File: src/rtl/fir_pkg.sv
// Shared types for the FIR output path.
// Sample type, default width and decimator state encoding.
package fir_pkg;

  localparam int DATA_W = 16;

  typedef logic signed [DATA_W-1:0] sample_t;

  typedef enum logic {
    SKIP_ST,
    RUN
  } state_e;

endpackage

File: src/rtl/fir_decim_buffer_sync_fifo_sa.sv
// Show-ahead synchronous FIFO; head entry is always on rdata.
// Full and empty are told apart by the occupancy counter.
module sync_fifo_sa #(
  parameter int DATA_W = 16,
  parameter int DEPTH  = 8
) (
  input  logic                     clk,
  input  logic                     rst_n,
  input  logic                     push,
  input  logic                     pop,
  input  logic [DATA_W-1:0]        wdata,
  output logic [DATA_W-1:0]        rdata,
  output logic [$clog2(DEPTH):0]   level,
  output logic                     full,
  output logic                     empty
);

  localparam int AW = $clog2(DEPTH);
  localparam int LW = AW + 1;

  logic [DATA_W-1:0] mem_q [DEPTH];
  logic [AW-1:0]     wr_q, wr_d;
  logic [AW-1:0]     rd_q, rd_d;
  logic [LW-1:0]     level_q, level_d;
  logic              push_ok;
  logic              pop_ok;

  assign empty   = (level_q == '0);
  assign full    = (level_q == LW'(DEPTH));
  assign pop_ok  = pop && !empty;
  // A full FIFO still takes a write when the head leaves this cycle.
  assign push_ok = push && (!full || pop_ok);

  always_comb begin
    wr_d    = wr_q + AW'(push_ok);
    rd_d    = rd_q + AW'(pop_ok);
    level_d = level_q + LW'(push_ok) - LW'(pop_ok);
  end

  always_ff @(posedge clk or negedge rst_n) begin
    if (!rst_n) begin
      wr_q    <= '0;
      rd_q    <= '0;
      level_q <= '0;
    end else begin
      wr_q    <= wr_d;
      rd_q    <= rd_d;
      level_q <= level_d;
    end
  end

  always_ff @(posedge clk or negedge rst_n) begin
    if (!rst_n) begin
      for (int i = 0; i < DEPTH; i++) begin
        mem_q[i] <= '0;
      end
    end else if (push_ok) begin
      mem_q[wr_q] <= wdata;
    end
  end

  assign rdata = empty ? '0 : mem_q[rd_q];
  assign level = level_q;

endmodule

File: src/rtl/fir_decim_buffer.sv
// FIR output stage: drop start-up transient, decimate, buffer.
// Kept samples stream out valid/ready; drops on full are flagged.
module fir_decim_buffer
  import fir_pkg::*;
#(
  parameter int DATA_W = fir_pkg::DATA_W,
  parameter int DECIM  = 4,
  parameter int SKIP   = 32,
  parameter int DEPTH  = 8
) (
  input  logic                   clk,
  input  logic                   rst_n,
  input  logic                   clk_en,
  input  logic [DATA_W-1:0]      filter_in,
  output logic [DATA_W-1:0]      m_data,
  output logic                   m_valid,
  input  logic                   m_ready,
  output logic [$clog2(DEPTH):0] level,
  output logic                   overflow,
  input  logic                   clr_ovf
);

  localparam int SW = (SKIP > 0) ? $clog2(SKIP + 1) : 1;
  localparam int PW = (DECIM > 1) ? $clog2(DECIM) : 1;
  localparam state_e RST_ST = (SKIP > 0) ? SKIP_ST : RUN;

  state_e        state_q, state_d;
  logic [SW-1:0] skip_q, skip_d;
  logic [PW-1:0] phase_q, phase_d;
  logic          overflow_q, overflow_d;
  logic          keep;
  logic          pop;
  logic          drop;
  logic          full;
  logic          empty;

  always_comb begin
    state_d = state_q;
    skip_d  = skip_q;
    phase_d = phase_q;
    keep    = 1'b0;
    unique case (state_q)
      SKIP_ST: begin
        if (clk_en) begin
          skip_d = skip_q + SW'(1);
          if (int'(skip_q) == SKIP - 1) begin
            state_d = RUN;
          end
        end
      end
      RUN: begin
        if (clk_en) begin
          keep = (phase_q == '0);
          if (int'(phase_q) == DECIM - 1) begin
            phase_d = '0;
          end else begin
            phase_d = phase_q + PW'(1);
          end
        end
      end
      default: state_d = RST_ST;
    endcase
  end

  assign pop  = m_valid && m_ready;
  assign drop = keep && full && !pop;

  // A drop in the same cycle as a clear leaves the flag set.
  always_comb begin
    overflow_d = overflow_q;
    if (clr_ovf) begin
      overflow_d = 1'b0;
    end
    if (drop) begin
      overflow_d = 1'b1;
    end
  end

  always_ff @(posedge clk or negedge rst_n) begin
    if (!rst_n) begin
      state_q    <= RST_ST;
      skip_q     <= '0;
      phase_q    <= '0;
      overflow_q <= 1'b0;
    end else begin
      state_q    <= state_d;
      skip_q     <= skip_d;
      phase_q    <= phase_d;
      overflow_q <= overflow_d;
    end
  end

  sync_fifo_sa #(
    .DATA_W (DATA_W),
    .DEPTH  (DEPTH)
  ) u_fifo (
    .clk   (clk),
    .rst_n (rst_n),
    .push  (keep),
    .pop   (pop),
    .wdata (filter_in),
    .rdata (m_data),
    .level (level),
    .full  (full),
    .empty (empty)
  );

  assign m_valid  = !empty;
  assign overflow = overflow_q;

endmodule

File: config.mk
export PLATFORM = sky130hd
export DESIGN_NAME = fir_decim_buffer
export DESIGN_NICKNAME = d
export VERILOG_FILES = /design/src/rtl/fir_pkg.sv /design/src/rtl/fir_decim_buffer_sync_fifo_sa.sv /design/src/rtl/fir_decim_buffer.sv
export SDC_FILE = /design/constraint.sdc
export NUM_CORES = 1
export LEC_CHECK = 0
export BUFFER_PORTS_ARGS = -buffer_cell sky130_fd_sc_hd__buf_4
export CELL_PAD_IN_SITES_DETAIL_PLACEMENT = 0
export CELL_PAD_IN_SITES_GLOBAL_PLACEMENT = 1
export CORE_MARGIN = 5
export CORE_UTILIZATION = 50
export DETAILED_ROUTE_END_ITERATION = 7
export GPL_TIMING_DRIVEN = 0
export PLACE_DENSITY = 0.83
export SYNTH_ARGS = -nofsm -noshare
export SYNTH_HDL_FRONTEND = slang
export SYNTH_HIERARCHICAL = 1
export SYNTH_SLANG_ARGS = --single-unit
File: constraint.sdc
create_clock -name clk -period 3.2 [get_ports clk]
set_clock_uncertainty 0.15 [all_clocks]
set_input_delay 0.32 -clock clk [delete_from_list [all_inputs] [get_ports clk]]
set_output_delay 0.32 -clock clk [all_outputs]
set_load 0.03 [all_outputs]
==> summary.txt <==
Outcome
  – Status: finished, final reports clean

Finish
  – Fillers: 1,030
  – Antenna fix cells: 0
  – Area delta synth->final: 18.2%
  – Seq. cell area: 0.00370 mm²
  – Final net count: 523
  – Footprint of the multi-input gates: 0.00294 mm²
  – Layout cells sized above 1: 53.0%

STA
  – Slew Limit Fails: 0
  – Slew @ Worst Pin: 0.880 ns
  – Final min period: 3.01 ns
  – FMAX: 0.333 GHz
  – Period utilization: 94.0%
  – Final Hold Viols: 0
  – Max-slew headroom: 41.3%
  – Final hold slack: 0.0419 ns
  – Unrepaired setup endpoints after global routing: no
  – Final setup vio count: 0
  – Setup_tns: 0 ns

Logic synthesis
  – Synthesized instance count: 424
  – Sequential fraction of the synthesis area: 54.1%
  – Top cells by count, synth: 148 x dfrtp_1, 118 x mux2_2, 32 x mux4_2
  – Synthesized area per cell: 16.1 µm²
  – Yosys warns: 6
  – Share of the synthesized area in the top cell type: 54.1%
  – Distinct cells, synth: 39
  – Number of synthesized flops with an enable pin: 0
  – Post-synth ARST share: 100%
  – Most used DFF post-synth: dfrtp_1
  – Syn_nets: 459
  – Count leader, synth: dfrtp_1
  – Yosys top cell by area: dfrtp_1
  – Syn Std Cell Area: 0.00684 mm²
  – Largest cells by area after synthesis: dfrtp_1 54%, mux2_2 19%, mux4_2 11%, mux2_4 2.4%, ha_1 2.4%
  – Yosys reg bits: 148

CTS
  – Postcts setup bufs: 0
  – Clock-pin slew on the worst setup and hold paths: 0.06 ns
  – CTS Buf Count: 17
  – Clock Sinks: 148
  – CTS tree: built
  – H-Tree Depth: 4
  – Worst-Skew Late Latency: 0.41 ns
  – Clock buffer depth: 2
  – Root Buffer: clkbuf_16

Detailed routing
  – 1st-iter DRT viols: 266
  – Via count: 3,836
  – Vias per cell: 5.67
  – Routed Antenna Nets: 0
  – DRC viols: 0
  – First-pass DRT Iterations: 4
  – Routed wire length: 14,200 µm
  – WL/cell: 21.1 µm

Pwr
  – Switch share: 30.4%
  – Pwr dens: 814 mW/mm²
  – Seq pwr share: 37.4%
  – Comb pwr share: 29.5%
  – P_sw: 0.00200 W
  – Total Power: 0.00658 W
  – Internal power: 0.00458 W
  – Pleak: 3.98 nW
  – Clock share of power: 33.1%
  – Maximum VDD drop: 0.441 mV

Critical path
  – Crit Path Max Fanout: 10
  – Crit. End Element: primary output
  – Crit-path max cell delay: 0.58 ns
  – CP max-delay cell: mux4_2
  – Worst r2r src: u_fifo/level[2]$_DFF_PN0_
  – Worst EP arrival: 2.54 ns
  – Crit path from: u_fifo/rd_q[0]$_DFF_PN0_
  – CP required: 2.73 ns
  – Critical path launch point type: flip-flop
  – Critical Path, Cell by Cell: clkbuf_1 > buf_2 > mux4_2 > a22o_1 > buf_4
  – Kind of critical path: flip-flop to primary output

Floorplanning
  – Core area: 0.0133 mm²
  – Row cnt: 42
  – Initial core utilization: 51.3%
  – Full die area: 0.0161 mm²
  – Io pins: 43
  – Chip width: 127 µm
  – Die H: 127 µm

Placement
  – Hpwl dp: 9060 µm
  – IO Port Bufs: 42
  – RePlAce Congestion: 0.743

GRT
  – Largest net degree at the start of global routing: 92
  – Total gr overflow: 0
  – First-pass GRT wire length: 23,200 µm
  – Antenna violations before repair: 0
  – Number of global-route vias before repair: 4,145
  – GRT Overall Usage: 18.7%

Job
  – Max-Cap Viols: 0

Hold path
  – Hold Startpoint: filter_in[5]
  – Hold Crit Class: input pin to flip-flop
registers in the layout, summed over array words and instances, names as in the netlist:
register	cells
skip_q	6
u_fifo/wr_q	3
phase_q	2
overflow	1
u_fifo/mem_q	128
u_fifo/level	4
state_q	1
u_fifo/rd_q	3
per-layer routing:
metal	global-route usage, %	vias to the layer above	part of all wire, %
met1	27.4	2050	47
met3	4.84	11	4.2
li1	-	1711	-
met2	28.3	64	48
met5	0	-	0
met4	4.79	0	0.86
final cells by class:
type	instances	share of cell area, %
clock inverter	10	2.20
multi-input combinational	239	36.3
timing repair buffer	45	4.53
buffer	23	1.96
sequential	148	45.8
tap	176	2.72
inverter	14	0.680
clock buffer	21	5.82
per-stage QoR:
stage	cell area [µm²]	std cells	worst slack (ns)	utilization (%)
after floorplan	6840	424	0.354	-
after CTS	8090	676	0.0678	60.6
after global routing	8090	676	0.0294	60.6
after detailed placement	7410	643	0.162	55.5
after global placement	7380	642	0.189	55.3
final	8090	676	0.193	60.6
kinds of logic (layout without fill, tap and decap cells):
| family | after synthesis | count (layout) | share of synthesized area (%) |
|---|---|---|---|
| mux | 162 | 162 | 32.5 |
| flops | 148 | 148 | 54.1 |
| buf+inv | 37 | 113 | 3.07 |
| compound gates | 29 | 29 | 4.17 |
| simple gates | 25 | 25 | 2.30 |
| fa+ha+maj | 14 | 14 | 2.67 |
| xor+xnor | 9 | 9 | 1.15 |
worst max-delay path, delay by kind of cell, from the launching register on:
family,cells,cell delay (ns)
AOI/OAI and AO/OA,1,0.28
buffers and inverters,3,0.90
DFF,1,0.35
muxes,1,0.58
power groups by stage:
stage	logic [W]	clock network (W)	registers, W
final	0.00194	0.00218	0.00246
after global routing	0.00211	0.00230	0.00251
after CTS	0.00197	0.00221	0.00246
after detailed placement	0.00195	0	0.00249
after global placement	0.00188	0	0.00246
after floorplan	0.00135	0	0.00247
worst paths after layout:
path | depth (start not counted) | endpoint | slack [ns]
max in group asynchronous | 3 | u_fifo/mem_q[69]$_DFFE_PN0P_ | 1.79
min reg2reg | 1 | skip_q[5]$_DFFE_PN0P_ | 0.32
max | 5 | m_data[3] | 0.19
max reg2reg | 9 | u_fifo/mem_q[11]$_DFFE_PN0P_ | 0.19
min | 2 | u_fifo/mem_q[101]$_DFFE_PN0P_ | 0.04
min in group asynchronous | 2 | u_fifo/mem_q[48]$_DFFE_PN0P_ | 0.30
cell usage in the layout, fill, tap and decap left out, types with 2 or more instances in the layout:
| cell type | instances |
|---|---|
| dfrtp_1 | 148 |
| mux2_2 | 118 |
| buf_4 | 48 |
| mux4_2 | 32 |
| clkbuf_16 | 17 |
| a22o_1 | 16 |
| inv_1 | 13 |
| ha_1 | 13 |
| mux2_4 | 11 |
| buf_6 | 6 |
| nand2_1 | 5 |
| xnor2_1 | 5 |
| bufinv_16 | 5 |
| clkbuf_1 | 5 |
| buf_2 | 5 |
| nor2b_1 | 4 |
| xor2_1 | 4 |
| clkinv_2 | 4 |
| nand4_1 | 3 |
| clkbuf_8 | 3 |
| a211oi_2 | 3 |
| a21o_1 | 2 |
| nand3b_1 | 2 |
| dlygate4sd3_1 | 2 |
| clkbuf_2 | 2 |
| o211ai_2 | 2 |
repair_timing:
item	4_1_cts	5_1_grt
gates resized for setup	3	4
hold endpoints to repair	58	0
hold buffers	2	0
setup endpoints to repair	10	7
Power figures use the tool's default switching activity.
